**src/rtl/mem_access_unit.sv**
```systemverilog
// mem_access_unit: MEM-stage data-bus controller; turns the registered EX/MEM access into one req/ack bus transaction.
// Latency: request registered one cycle after detection; zero-wait bus stalls 2 cycles, each wait state adds one.
// Backpressure: mem_stall holds the pipeline from detection until ack/timeout; DONE waits out cu_stall so nothing is re-issued.
//
// Ports: clk/reset (async, active-low); EX/MEM access inputs (mem_nop, exmem_mem_r/w, exmem_alu_res,
// exmem_aligned_rt_data, mem_byte_w_en_out, exmem_load_sel); cu_stall; dbus_* request/ack bus;
// mem_stall, mem_load_data, bus_err toward the pipeline.
// Optional macro MEM_ALIGN_CHECK_EN adds the addr_err output and rejects misaligned accesses without a bus request.
module mem_access_unit #(
    parameter int TIMEOUT_CYCLES = 255,
    parameter int CNT_W          = 8
) (
    input  logic        clk,
    input  logic        reset,
    input  logic        mem_nop,
    input  logic        exmem_mem_r,
    input  logic        exmem_mem_w,
    input  logic [31:0] exmem_alu_res,
    input  logic [31:0] exmem_aligned_rt_data,
    input  logic [3:0]  mem_byte_w_en_out,
    input  logic [2:0]  exmem_load_sel,
    input  logic        cu_stall,
    input  logic        dbus_ack,
    input  logic [31:0] dbus_rdata,
    output logic        dbus_req,
    output logic        dbus_we,
    output logic [31:0] dbus_addr,
    output logic [31:0] dbus_wdata,
    output logic [3:0]  dbus_be,
    output logic        mem_stall,
    output logic [31:0] mem_load_data,
    output logic        bus_err
`ifdef MEM_ALIGN_CHECK_EN
    ,
    output logic        addr_err
`endif
);

    typedef enum logic [1:0] {
        IDLE = 2'd0,
        REQ  = 2'd1,
        DONE = 2'd2
    } state_t;

    // Last REQ cycle without ack before the access is abandoned.
    localparam logic [CNT_W-1:0] TO_LAST = CNT_W'(TIMEOUT_CYCLES - 1);

    state_t           state;
    logic [CNT_W-1:0] cnt;
    logic [2:0]       load_sel_q;
    logic [1:0]       addr_lo_q;

    logic access;
    logic is_store;
    logic misalign;

    // A simultaneous load+store flag resolves to a store.
    assign access   = (exmem_mem_r | exmem_mem_w) & ~mem_nop;
    assign is_store = exmem_mem_w;

`ifdef MEM_ALIGN_CHECK_EN
    always_comb begin
        misalign = 1'b0;
        if (is_store) begin
            if (mem_byte_w_en_out == 4'b1111)
                misalign = (exmem_alu_res[1:0] != 2'b00);
            else if (mem_byte_w_en_out == 4'b0011 || mem_byte_w_en_out == 4'b1100)
                misalign = exmem_alu_res[0];
        end else begin
            case (exmem_load_sel)
                3'd1, 3'd2: misalign = 1'b0;
                3'd3, 3'd4: misalign = exmem_alu_res[0];
                default:    misalign = (exmem_alu_res[1:0] != 2'b00);
            endcase
        end
    end
`else
    assign misalign = 1'b0;
`endif

    // Raised combinationally in the detection cycle so the pipeline freezes before the request goes out.
    assign mem_stall = ((state == IDLE) & access & ~misalign) | (state == REQ);

    // Little-endian lane select plus sign/zero extension.
    function automatic logic [31:0] extend(input logic [2:0]  sel,
                                           input logic [1:0]  a,
                                           input logic [31:0] rd);
        logic [7:0]  b;
        logic [15:0] h;
        case (a)
            2'd0:    b = rd[7:0];
            2'd1:    b = rd[15:8];
            2'd2:    b = rd[23:16];
            default: b = rd[31:24];
        endcase
        h = a[1] ? rd[31:16] : rd[15:0];
        case (sel)
            3'd1:    extend = {{24{b[7]}}, b};
            3'd2:    extend = {24'd0, b};
            3'd3:    extend = {{16{h[15]}}, h};
            3'd4:    extend = {16'd0, h};
            default: extend = rd;
        endcase
    endfunction

    always_ff @(posedge clk or negedge reset) begin
        if (!reset) begin
            state         <= IDLE;
            cnt           <= '0;
            load_sel_q    <= 3'd0;
            addr_lo_q     <= 2'd0;
            dbus_req      <= 1'b0;
            dbus_we       <= 1'b0;
            dbus_addr     <= 32'd0;
            dbus_wdata    <= 32'd0;
            dbus_be       <= 4'd0;
            mem_load_data <= 32'd0;
            bus_err       <= 1'b0;
`ifdef MEM_ALIGN_CHECK_EN
            addr_err      <= 1'b0;
`endif
        end else begin
            // Error flags are single-cycle pulses.
            bus_err <= 1'b0;
`ifdef MEM_ALIGN_CHECK_EN
            addr_err <= 1'b0;
`endif
            case (state)
                IDLE: begin
                    if (access) begin
                        if (misalign) begin
`ifdef MEM_ALIGN_CHECK_EN
                            addr_err <= 1'b1;
`endif
                            state <= DONE;
                        end else begin
                            state      <= REQ;
                            dbus_req   <= 1'b1;
                            dbus_we    <= is_store;
                            dbus_addr  <= {exmem_alu_res[31:2], 2'b00};
                            dbus_wdata <= exmem_aligned_rt_data;
                            dbus_be    <= is_store ? mem_byte_w_en_out : 4'b1111;
                            load_sel_q <= exmem_load_sel;
                            addr_lo_q  <= exmem_alu_res[1:0];
                        end
                    end
                end
                REQ: begin
                    if (dbus_ack) begin
                        dbus_req <= 1'b0;
                        cnt      <= '0;
                        state    <= DONE;
                        if (!dbus_we)
                            mem_load_data <= extend(load_sel_q, addr_lo_q, dbus_rdata);
                    end else if (cnt == TO_LAST) begin
                        dbus_req      <= 1'b0;
                        bus_err       <= 1'b1;
                        mem_load_data <= 32'd0;
                        cnt           <= '0;
                        state         <= DONE;
                    end else begin
                        cnt <= cnt + 1'b1;
                    end
                end
                DONE: begin
                    // The EX/MEM register still holds the finished instruction while cu_stall is high.
                    if (!cu_stall)
                        state <= IDLE;
                end
                default: state <= IDLE;
            endcase
        end
    end

endmodule

```
**config.mk**
```make
export PLATFORM = sky130hd
export DESIGN_NAME = mem_access_unit
export DESIGN_NICKNAME = d
export VERILOG_FILES = /design/src/rtl/mem_access_unit.sv
export SDC_FILE = /design/constraint.sdc
export NUM_CORES = 1
export LEC_CHECK = 0
export CORE_ASPECT_RATIO = 0.8
export CORE_MARGIN = 2
export CORE_UTILIZATION = 43
export DETAILED_ROUTE_END_ITERATION = 10
export PLACE_DENSITY = 0.79
export SYNTH_ARGS = -nofsm -noshare
export SYNTH_HDL_FRONTEND = slang
export SYNTH_SLANG_ARGS = --single-unit
```
**constraint.sdc**
```tcl
create_clock -name clk -period 2.7 [get_ports clk]
set_clock_uncertainty 0.05 [all_clocks]
set_input_delay 0.81 -clock clk [delete_from_list [all_inputs] [get_ports clk]]
set_output_delay 0.81 -clock clk [all_outputs]
set_load 0.05 [all_outputs]
```
# ---- Word level (Yosys, flattened, before mapping)
# Cells that the tools add are included.
dict set report op_classes {
  n_addsub 1
  eq_ne 13
  muxes 21
  bitwise 5
  reduce_logical 8
}
# operator count
set ops {}
lappend ops {{32-bit case mux with 4 select lines} 1}
lappend ops {{32-bit 2-to-1 mux} 3}
lappend ops {{8-bit case mux with 3 select lines} 1}
lappend ops {{16-bit 2-to-1 mux} 1}
lappend ops {{8-bit 2-to-1 mux} 2}
lappend ops {{3-bit AND reduction} 3}
lappend ops {{8-bit by 1-bit adder with 8-bit output (second input constant)} 1}
lappend ops {{8-bit equality test (second input constant)} 1}
lappend ops {{2-bit 2-to-1 mux} 4}
lappend ops {{3-bit by 2-bit equality test with 1-bit output (second input constant)} 2}
lappend ops {{1-bit 2-to-1 mux} 6}
lappend ops {{2-bit inequality test (second input constant)} 3}
lappend ops {{2-bit case mux with 3 select lines} 1}
lappend ops {{2-bit by 1-bit equality test with 1-bit output (second input constant)} 2}
lappend ops {{2-bit equality test (second input constant)} 2}
lappend ops {{2-bit zero test} 2}
lappend ops {{4-bit 2-to-1 mux} 1}
lappend ops {{2-bit nonzero test} 2}
lappend ops {{3-bit by 1-bit equality test with 1-bit output (second input constant)} 1}
lappend ops {{3-bit equality test (second input constant)} 1}
lappend ops {{3-bit by 2-bit inequality test with 1-bit output (second input constant)} 1}
lappend ops {{1-bit AND} 2}
lappend ops {{1-bit OR} 2}
lappend ops {{1-bit case mux with 2 select lines} 1}
lappend ops {{2 further kinds} 2}
dict set report totals {
  register_bits 116
  input_bits 110
  out_inout_bits 104
  wordCells 59
}

# ---- Longest topological paths before layout
# Gate-level depths: netlist of run 1.
dict set report depth {
  depth_word 5
  ltp_mapped 7
  depth_no_buf 6
}

# ---- Worst setup path after synthesis of run 1
# No wires, ideal clock.
dict set report synth_timing {
  path_type {input -> output}
  from {in mem_nop}
  to {out mem_stall}
  arrival_ns 1.908
  required_ns 1.840
  slack_ns -0.068
  cell_stages 3
  n_path_buf 1
  cell_sequence {nor4_2 clkbuf_1 or2_2}
}
dict set report synth_between {
  elab_chain_cells 4
}
# element line_no
set synth_lines {}
lappend synth_lines {{start, declared} 15} ;# input logic mem_nop,
lappend synth_lines {{1-bit NOT} 58} ;# assign access = (exmem_mem_r | exmem_mem_w) & ~mem_nop;
lappend synth_lines {{1-bit AND} 58}
lappend synth_lines {{1-bit AND} 82} ;# assign mem_stall = ((state == IDLE) & access & ~misalign) | (state == REQ);
lappend synth_lines {{1-bit OR} 82}
lappend synth_lines {{end, declared} 30} ;# output logic mem_stall,
# No other way between the ends.

# ---- Worst setup path in the final report of run 1
# Same ends and word-level chain as after synthesis.

==> qor.yml, run 1 <==
setup_path:
  endpoint_kind: "output port"
  worstSetupPathType: "in -> out"
  path_max_fanout: 2
  setup.worst_path.start_class: "input port"
  timing.rr.start: "state[0]$_DFFE_PN0P_"
  reg2reg_depth: 4
  cp.required_ps: 1840
  endpoint: "mem_stall"
  rrSetupSlack_ps: 460
  arrival_ps: 1770
  rr_endpoint: "dbus_addr[30]$_DFFE_PN0P_"
  critPathLaunch: "mem_nop"
synthesis:
  seq_area_frac_synth_pct: 55.2
  synth_edf_count: 0
  async_flop_share_pct: 100
  postSynthCellCount: 392
  synth_flop_cell: "dfrtp_1"
  ys_types: 53
  ys_ff_latch: 116
  avgSynthCellArea_um2: 13.4
  yosys_warnings: 0
  netlist_area_um2: 5260
sta:
  tightest_slew_ps: 953
  fin_crit_sh_pct: 97.4
  rsz0062_at_grt: "no"
  period_needed_ps: 2630
  relSlewSlack_pct: 36.5
  final-setup-viol-count: 0
  timing_hold_violations_final: 0
  fmax_mhz: 380
  slew_violations: 0
final_layout:
  drive_above_1_share_pct: 24.1
  final_core_util_pct: 68.1
  area_growth_pct: 56.5
  fillCellCount: 879
  antenna_cells: 0
  fin_area_um2: 8220
  seq_area_um2: 2900
  multiInputGateArea_um2: 2160
  final_nets: 731
detailed_routing:
  drt_iter0_drc: 188
  detail_route.wirelength_mm: 14.1
  routed_via_density: 5.34
  post_drt_wl_per_cell_um: 17.9
  first_pass_iters: 4
  drc: 0
  vias: 4185
  ant_nets: 0
clock_tree:
  htreeDepth: 4
  cts_made_buffers: 17
  cts_hold_buf: 0
  cts_tree: "yes"
  cts.reportedPaths.clkPinSlew_ps: 50
  cts_buffer_depth: 2
  clk_latency_ps: 400
  cts_root_buf: "clkbuf_16"
  cts.sinks: 116
power_and_ir_drop:
  comb_power_share_pct: 54.6
  p_sw_share_pct: 44.6
  power_frac_seq_pct: 26.0
  leakage_nw: 3.35
  p_int_mw: 6.73
  power_density_nw_per_um2: 1480
  power_switching_mw: 5.41
  clkPwrFrac_pct: 19.5
  ir_worst_vdd_uv: 975
min_path:
  hp-class: "in -> async"
floorplanning:
  rows: 36
  die_h_um: 103
  die_x_um: 128
  die-area_um2: 13100
  core-area_um2: 12100
  io_pins: 214
  initial_utilization_pct: 43.5
global_routing:
  track_usage_pct: 21.0
  grt_max_degree: 81
  grt-ovfl-total: 0
  grt_pass1_wl_mm: 21.3
  grt_pass1_vias: 4222
  antenna_found_initial: 0
run_status:
  status: "completed"
placed_design:
  dpl_cell_area_um2: 7590
  hpwl_mm: 10.2
  gp_congestion: 0.840
  portBuffers: 211
flow_run:
  maxCapViolCount: 0
cells in the mapped netlist (all sizes together) (4+ instances only):
master | number | share of area [%]
o21ai | 17 | 1.6
a31oi | 10 | 1.2
o221ai | 7 | 1.2
nand2 | 9 | 0.64
a21oi | 11 | 1.0
or3 | 8 | 0.95
clkbuf | 6 | 0.62
mux4 | 8 | 3.5
o2bb2ai | 32 | 6.8
dfrtp | 116 | 55
nand3 | 4 | 0.38
nand2b | 5 | 0.60
inv | 7 | 0.50
nor2 | 25 | 1.8
buf | 18 | 2.6
mux2 | 74 | 16
worst max-delay path, stage by stage:
cell and delay (ps):
clkdlybuf4s50_1 500, nor4_4 50, or2_4 260, buf_12 150
power by group through the flow:
stage          Combinational, mW  Sequential [mW]  Clock (mW)
4_1_cts                     6.66             3.16        2.41
3_5_place_dp                6.63             3.18           0
3_3_place_gp                6.51             3.12           0
5_1_grt                     6.91             3.27        2.51
2_1_floorplan               1.98             5.56           0
6_report                    6.63             3.15        2.36
area by class of cell:
type | count | share of cell area [%]
clock buffer | 23 | 5.81
clock inverter | 9 | 1.83
inverter | 7 | 0.319
multi-input combinational | 245 | 26.3
sequential | 116 | 35.3
tap | 152 | 2.31
timing repair buffer | 232 | 28.1
repair_timing:
| action | 4_1_cts | 5_1_grt |
|---|---|---|
| setup buffers | 1 | 0 |
| setup endpoints to repair | 1 | 0 |
| gates resized for setup | 3 | 0 |
placed cells by master, fill, tap and decap left out, drive strengths merged, types with 2 or more instances in the layout:
cell type | netlist | routed
a21oi | 11 | 11
a31oi | 10 | 10
a41oi | 2 | 2
and3 | 2 | 2
buf | 18 | 23
bufinv | 0 | 4
clkbuf | 6 | 23
clkdlybuf4s50 | 0 | 207
clkinv | 0 | 3
clkinvlp | 0 | 2
conb | 1 | 2
dfrtp | 116 | 116
dlygate4sd2 | 0 | 2
ha | 2 | 2
inv | 7 | 7
mux2 | 74 | 74
mux4 | 8 | 8
nand2 | 9 | 9
nand2b | 5 | 5
nand3 | 4 | 4
nand3b | 2 | 2
nor2 | 25 | 25
nor3 | 2 | 2
nor4 | 2 | 2
o21ai | 17 | 17
o221ai | 7 | 7
o2bb2ai | 32 | 32
or2 | 2 | 2
or3 | 8 | 8
or3b | 2 | 2
xnor2 | 2 | 2
metal layers:
metal	track usage (%)	up-vias	part of all wire, %
li1	-	1915	-
met1	27.0	2083	43
met2	33.9	167	49
met3	7.01	20	6.0
met4	6.93	0	1.7
met5	0	-	0
metrics by stage:
stage / hold slack [ps] / power [mW] / instances / setup slack [ps] / TNS [ps]
3_3_place_gp: 424 / 9.63 / 751 / -281 / -22750
4_1_cts: 355 / 12.2 / 784 / 63.0 / 0
5_1_grt: 367 / 12.7 / 784 / 44.5 / 0
3_5_place_dp: 423 / 9.81 / 751 / -348 / -27260
2_1_floorplan: 423 / 7.54 / 393 / 52.3 / 0
6_report: 349 / 12.1 / 784 / 69.7 / 0
how the worst min path moves through the flow:
| stage | start | to | slack (ps) | depth (start not counted) |
|---|---|---|---|---|
| 3_3_place_gp | mem_load_data[18]$_DFFE_PN0P_ | mem_load_data[18]$_DFFE_PN0P_ | 420 | 1 |
| 4_1_cts | reset | dbus_wdata[17]$_DFFE_PN0P_ | 350 | 2 |
| 5_1_grt | reset | dbus_wdata[17]$_DFFE_PN0P_ | 370 | 2 |
| 3_5_place_dp | mem_load_data[21]$_DFFE_PN0P_ | mem_load_data[21]$_DFFE_PN0P_ | 420 | 1 |
| 6_report | reset | dbus_wdata[17]$_DFFE_PN0P_ | 350 | 2 |
| 2_1_floorplan | cnt[7]$_DFFE_PN0P_ | cnt[7]$_DFFE_PN0P_ | 420 | 1 |
registers in the layout, summed over array words and instances (netlist names):
name           flops
cnt                8
dbus_wdata        32
state              2
dbus_addr         30
load_sel_q         3
dbus_req           1
mem_load_data     32
bus_err            1
dbus_be            4
dbus_we            1
addr_lo_q          2
logic make-up after synthesis:
family / synth area share (%)
AOI/OAI and AO/OA: 13.0
xor gates and xnor gates: 0.500
DFF: 55.2
other: 0.0713
buffers and inverters: 3.93
muxes: 19.4
adders and majority gates: 0.476
and+or+nand+nor: 7.40
(Power assumes the default switching activity.)
==> run 2: changes to the inputs <==
--- a/config.mk
+++ b/config.mk
@@ -5,7 +5,6 @@
 export SDC_FILE = /design/constraint.sdc
 export NUM_CORES = 1
 export LEC_CHECK = 0
-export CORE_ASPECT_RATIO = 0.8
 export CORE_MARGIN = 2
 export CORE_UTILIZATION = 43
 export DETAILED_ROUTE_END_ITERATION = 10
==> qor.yml, run 2 (same netlist as run 1, synthesis figures left out) <==
run_status:
  status: "completed"  # unchanged
clock_tree:
  cts.sinks: 116  # unchanged
  cts_buffer_depth: 2  # unchanged
  cts_hold_buf: 0  # unchanged
  clk_latency_ps: 410  # was 400 ps
  cts_tree: "yes"  # unchanged
  cts.reportedPaths.clkPinSlew_ps: 50  # about the same
  cts_made_buffers: 17  # unchanged
  cts_root_buf: "clkbuf_16"  # unchanged
  htreeDepth: 4  # unchanged
floorplanning:
  die_h_um: 115  # was 103 um
  initial_utilization_pct: 43.9  # was 43.5%
  die-area_um2: 13100  # about the same
  io_pins: 214  # unchanged
  die_x_um: 115  # was 128 um
  core-area_um2: 12000  # was 12,100 um2
  rows: 40  # was 36
power_and_ir_drop:
  clkPwrFrac_pct: 18.8  # was 19.5%
  leakage_nw: 3.37  # was 3.35 nW
  p_int_mw: 6.63  # was 6.73 mW
  power_switching_mw: 5.45  # was 5.41 mW
  comb_power_share_pct: 55.2  # was 54.6%
  p_sw_share_pct: 45.1  # was 44.6%
  ir_worst_vdd_uv: 852  # was 975 uV
  power_density_nw_per_um2: 1470  # was 1480 nW/um2
  finalPower_mw: 12.1  # about the same
  power_frac_seq_pct: 26.0  # about the same
setup_path:
  reg2reg_depth: 5  # was 4
  worstSetupPathType: "in -> out"  # unchanged
  endpoint_kind: "output port"  # unchanged
  cp.required_ps: 1840  # about the same
  setup.worst_path.start_class: "input port"  # unchanged
  path_max_fanout: 2  # unchanged
  timing.rr.start: "addr_lo_q[0]$_DFFE_PN0P_"  # was state[0]$_DFFE_PN0P_
  rrSetupSlack_ps: 540  # was 460 ps
  arrival_ps: 1790  # was 1770 ps
  critPathLaunch: "mem_nop"  # unchanged
  rr_endpoint: "mem_load_data[20]$_DFFE_PN0P_"  # was dbus_addr[30]$_DFFE_PN0P_
detailed_routing:
  detail_route.wirelength_mm: 14.6  # was 14.1 mm
  post_drt_wl_per_cell_um: 18.7  # was 17.9 um
  vias: 4250  # was 4,185
  ant_nets: 0  # unchanged
  first_pass_iters: 4  # unchanged
  wl_met1_mm: 5.49  # was 6.02 mm
  routed_via_density: 5.45  # was 5.34
  dr_wl_met2_mm: 7.32  # was 6.95 mm
  top_layer_used: "met4"  # unchanged
  drt_iter0_drc: 438  # was 188
  drc: 0  # unchanged
  route.met3.wl_mm: 1.35  # was 845 um
flow_run:
  maxCapViolCount: 0  # unchanged
placed_design:
  portBuffers: 211  # unchanged
  gp_congestion: 0.897  # was 0.840
  dpl_cell_area_um2: 7600  # was 7590 um2
  hpwl_mm: 10.6  # was 10.2 mm
  dp.cells: 747  # was 751
sta:
  final-setup-viol-count: 0  # unchanged
  fin_crit_sh_pct: 98.1  # was 97.4%
  relSlewSlack_pct: 44.6  # was 36.5%
  fmax_mhz: 377  # was 380 MHz
  period_needed_ps: 2650  # was 2630 ps
  slew_violations: 0  # unchanged
  tightest_slew_ps: 828  # was 953 ps
  timing_hold_violations_final: 0  # unchanged
  rsz0062_at_grt: "no"  # unchanged
  tns_ps: 0  # unchanged
final_layout:
  multiInputGateArea_um2: 2170  # was 2160 um2
  layout_common_cells: "207 x clkdlybuf4s50_1, 116 x dfrtp_1, 74 x mux2_2, 23 x nor2_1, 22 x o2bb2ai_1"  # was 207 x clkdlybuf4s50_1, 116 x dfrtp_1, 74 x mux2_2, 24 x nor2_1, 22 x o2bb2ai_1
  final_core_util_pct: 68.7  # was 68.1%
  drive_above_1_share_pct: 24.5  # was 24.1%
  antenna_cells: 0  # unchanged
  final_nets: 732  # was 731
  fillCellCount: 852  # was 879
  reg_top3: "dbus_wdata (32), mem_load_data (32), dbus_addr (30)"  # unchanged
  instances_no_fill: 780  # was 784
  mostFrequentLayoutCell: "clkdlybuf4s50_1"  # unchanged
  area_growth_pct: 56.4  # was 56.5%
  seq_area_um2: 2900  # unchanged
  fin_area_um2: 8220  # about the same
global_routing:
  grt_max_degree: 53  # was 81
  grt_pass1_wl_mm: 22.4  # was 21.3 mm
  grt-ovfl-total: 0  # unchanged
  grt_pass1_vias: 4446  # was 4,222
  antenna_found_initial: 0  # unchanged
  track_usage_pct: 22.4  # was 21.0%
min_path:
  hp-class: "in -> async"  # unchanged
[run 2: cell type report]
| class | instances | area share (%) |
|---|---|---|
| clock buffer | 22 | 5.77 |
| multi-input combinational | 245 | 26.4 |
| timing repair buffer | 233 | 28.4 |
| inverter | 7 | 0.320 |
| clock inverter | 10 | 1.57 |
| sequential | 116 | 35.3 |
| tap | 147 | 2.24 |
[run 2: repair_timing]
action	4_1_cts	5_1_grt
resized for setup	3	1
pin swaps	1	3
endpoints found under the setup margin	1	1
buffers inserted	0	1
[run 2: power groups by stage]
| stage | logic, mW | registers (mW) | clock network, mW |
|---|---|---|---|
| after detailed placement | 6.65 | 3.15 | 0 |
| after floorplan | 1.98 | 5.56 | 0 |
| final | 6.66 | 3.14 | 2.27 |
| after CTS | 6.68 | 3.14 | 2.32 |
| after global placement | 6.53 | 3.10 | 0 |
| after global routing | 6.95 | 3.25 | 2.37 |
[run 2: worst max-delay path by stage]
stage | end | slack [ps] | cells after the start
floorplan | mem_stall | 50 | 3
detailed placement | mem_stall | -110 | 5
CTS | mem_stall | 9 | 5
global placement | mem_stall | -110 | 5
global route | mem_stall | 40 | 4
finish | mem_stall | 50 | 4
[run 2: per-layer routing]
metal  vias to the layer above  track usage (%)
met2                       219             37.2
met5                         -                0
met4                         0             11.1
met1                      2079             26.0
li1                       1918                -
met3                        34             7.41
[run 2: critical path: stages]
cell and delay [ps]:
clkdlybuf4s50_1 510, nor4_4 50, or2_4 270, buf_12 150
[run 2: through the flow]
step           hold slack (ps)  worst slack [ps]
2_1_floorplan              423              52.3
3_3_place_gp               422              -110
3_5_place_dp               423              -107
4_1_cts                    344              9.14
5_1_grt                    371              36.7
6_report                   339              50.4
==> run 3: changes to the inputs <==
--- a/config.mk
+++ b/config.mk
@@ -5,10 +5,11 @@
 export SDC_FILE = /design/constraint.sdc
 export NUM_CORES = 1
 export LEC_CHECK = 0
-export CORE_MARGIN = 2
+export CORE_MARGIN = 4
 export CORE_UTILIZATION = 43
 export DETAILED_ROUTE_END_ITERATION = 10
 export PLACE_DENSITY = 0.79
 export SYNTH_ARGS = -nofsm -noshare
 export SYNTH_HDL_FRONTEND = slang
 export SYNTH_SLANG_ARGS = --single-unit
+export TNS_END_PERCENT = 5
==> qor.yml, run 3 (same netlist as run 1, synthesis figures left out) <==
detailed_routing:
  drt_iter0_drc: 299  # was 438
  first_pass_iters: 5  # was 4
  detail_route.wirelength_mm: 14.9  # was 14.6 mm
  routed_via_density: 5.40  # was 5.45
  drc: 0  # unchanged
  ant_nets: 0  # unchanged
  post_drt_wl_per_cell_um: 19.2  # was 18.7 um
  vias: 4192  # was 4,250
setup_path:
  reg2reg_depth: 3  # was 5
  setup.worst_path.start_class: "input port"  # unchanged
  timing.rr.start: "state[0]$_DFFE_PN0P_"  # was addr_lo_q[0]$_DFFE_PN0P_
  arrival_ps: 1790  # about the same
  endpoint_kind: "output port"  # unchanged
  rrSetupSlack_ps: 530  # was 540 ps
  cp.required_ps: 1840  # about the same
  rr_endpoint: "dbus_addr[31]$_DFFE_PN0P_"  # was mem_load_data[20]$_DFFE_PN0P_
  path_max_fanout: 2  # unchanged
  worstSetupPathType: "in -> out"  # unchanged
final_layout:
  final_core_util_pct: 67.9  # was 68.7%
  reg_top3: "dbus_wdata (32), mem_load_data (32), dbus_addr (30)"  # unchanged
  layout_common_cells: "207 x clkdlybuf4s50_1, 116 x dfrtp_1, 74 x mux2_2, 23 x nor2_1, 22 x o2bb2ai_1"  # unchanged
  area_growth_pct: 55.2  # was 56.4%
  fillCellCount: 903  # was 852
  antenna_cells: 0  # unchanged
  final_nets: 730  # was 732
  fin_area_um2: 8160  # was 8220 um2
  mostFrequentLayoutCell: "clkdlybuf4s50_1"  # unchanged
  drive_above_1_share_pct: 23.7  # was 24.5%
sta:
  fin_crit_sh_pct: 98.3  # was 98.1%
  rsz0062_at_grt: "no"  # unchanged
  slew_violations: 0  # unchanged
  fmax_mhz: 377  # about the same
  period_needed_ps: 2650  # about the same
  timing_hold_violations_final: 0  # unchanged
  tightest_slew_ps: 948  # was 828 ps
  relSlewSlack_pct: 36.8  # was 44.6%
  final-setup-viol-count: 0  # unchanged
placed_design:
  dpl_cell_area_um2: 7570  # was 7600 um2
  gp_congestion: 0.846  # was 0.897
  hpwl_mm: 10.8  # was 10.6 mm
  portBuffers: 211  # unchanged
global_routing:
  track_usage_pct: 21.6  # was 22.4%
  grt-ovfl-total: 0  # unchanged
  antenna_found_initial: 0  # unchanged
  grt_pass1_wl_mm: 23.8  # was 22.4 mm
  grt_pass1_vias: 4534  # was 4,446
  grt_max_degree: 81  # was 53
clock_tree:
  cts.reportedPaths.clkPinSlew_ps: 50  # about the same
  cts_hold_buf: 0  # unchanged
  cts_root_buf: "clkbuf_16"  # unchanged
  cts_buffer_depth: 2  # unchanged
  cts_tree: "yes"  # unchanged
  clk_latency_ps: 400  # was 410 ps
  cts.sinks: 116  # unchanged
  htreeDepth: 4  # unchanged
  cts_made_buffers: 17  # unchanged
run_status:
  status: "completed"  # unchanged
floorplanning:
  die_x_um: 119  # was 115 um
  core-area_um2: 12000  # about the same
  io_pins: 214  # unchanged
  die_h_um: 119  # was 115 um
  die-area_um2: 14100  # was 13,100 um2
  rows: 40  # unchanged
  initial_utilization_pct: 43.8  # was 43.9%
min_path:
  hp-class: "in -> async"  # unchanged
power_and_ir_drop:
  ir_worst_vdd_uv: 904  # was 852 uV
  power_density_nw_per_um2: 1470  # about the same
  leakage_nw: 3.33  # was 3.37 nW
flow_run:
  maxCapViolCount: 0  # unchanged
## run 3: changes by cell type in the layout (fill, tap and decap cells not counted), sizes merged
| cell | previous run | this run |
|---|---|---|
| clkinv | 7 | 2 |
| bufinv | 3 | 2 |
| buf | 24 | 22 |
| clkbuf | 22 | 26 |
## run 3: area by class of cell
cell class | instances | area [um2] | area share (%)
clock buffer | 26 | 509 | 6.24
clock inverter | 4 | 70.1 | 0.859
inverter | 7 | 26.3 | 0.322
sequential | 116 | 2900 | 35.6
tap | 147 | 184 | 2.26
multi-input combinational | 245 | 2170 | 26.6
timing repair buffer | 231 | 2300 | 28.2
## run 3: how the worst max path moves through the flow
stage / depth (start not counted) / endpoint / startpoint / slack (ps)
6_report: 4 / mem_stall / mem_nop / 50
5_1_grt: 4 / mem_stall / mem_nop / 20
4_1_cts: 5 / mem_stall / exmem_mem_r / 2
3_5_place_dp: 5 / dbus_addr[19]$_DFFE_PN0P_ / exmem_mem_w / -250
3_3_place_gp: 5 / dbus_wdata[13]$_DFFE_PN0P_ / exmem_mem_w / -180
2_1_floorplan: 3 / mem_stall / mem_nop / 50
## run 3: metal layers
metal  GRT usage [%]  wire length [um]  share of wire, %  vias up
met5               0                 0                 0        -
met4            9.20               342               2.3        0
met3            8.71              1310               8.8       29
met2            36.3              7500                50      200
met1            24.3              5740                39     2044
li1                -                 -                 -     1919
## run 3: worst max-delay path: stages
cell	delay, ps
clkdlybuf4s50_1	510
nor4_4	50
or2_4	270
buf_12	150
## run 3: what timing repair did
item                                   CTS  global route
pin swaps                                1             3
endpoints found under the hold margin    0             0
setup endpoints to repair                1             1
gates resized for setup                  3             1
setup buffers                            0             0
## run 3: metrics by stage
stage	instances	TNS, ps	power (mW)	worst slack (ps)	hold slack (ps)
2_1_floorplan	393	0	7.54	52.3	423
3_3_place_gp	746	-12140	9.66	-181	421
3_5_place_dp	746	-16430	9.80	-250	426
4_1_cts	776	0	12.1	1.64	321
5_1_grt	776	0	12.5	23.3	339
6_report	776	0	12.0	45.2	321
## run 3: power by group
group | total, mW | internal [mW] | switching [mW]
logic | 6.65 | 2.56 | 4.09
clock network | 2.20 | 1.47 | 0.729
registers | 3.13 | 2.55 | 0.582
total | 12.0 | 6.57 | 5.40
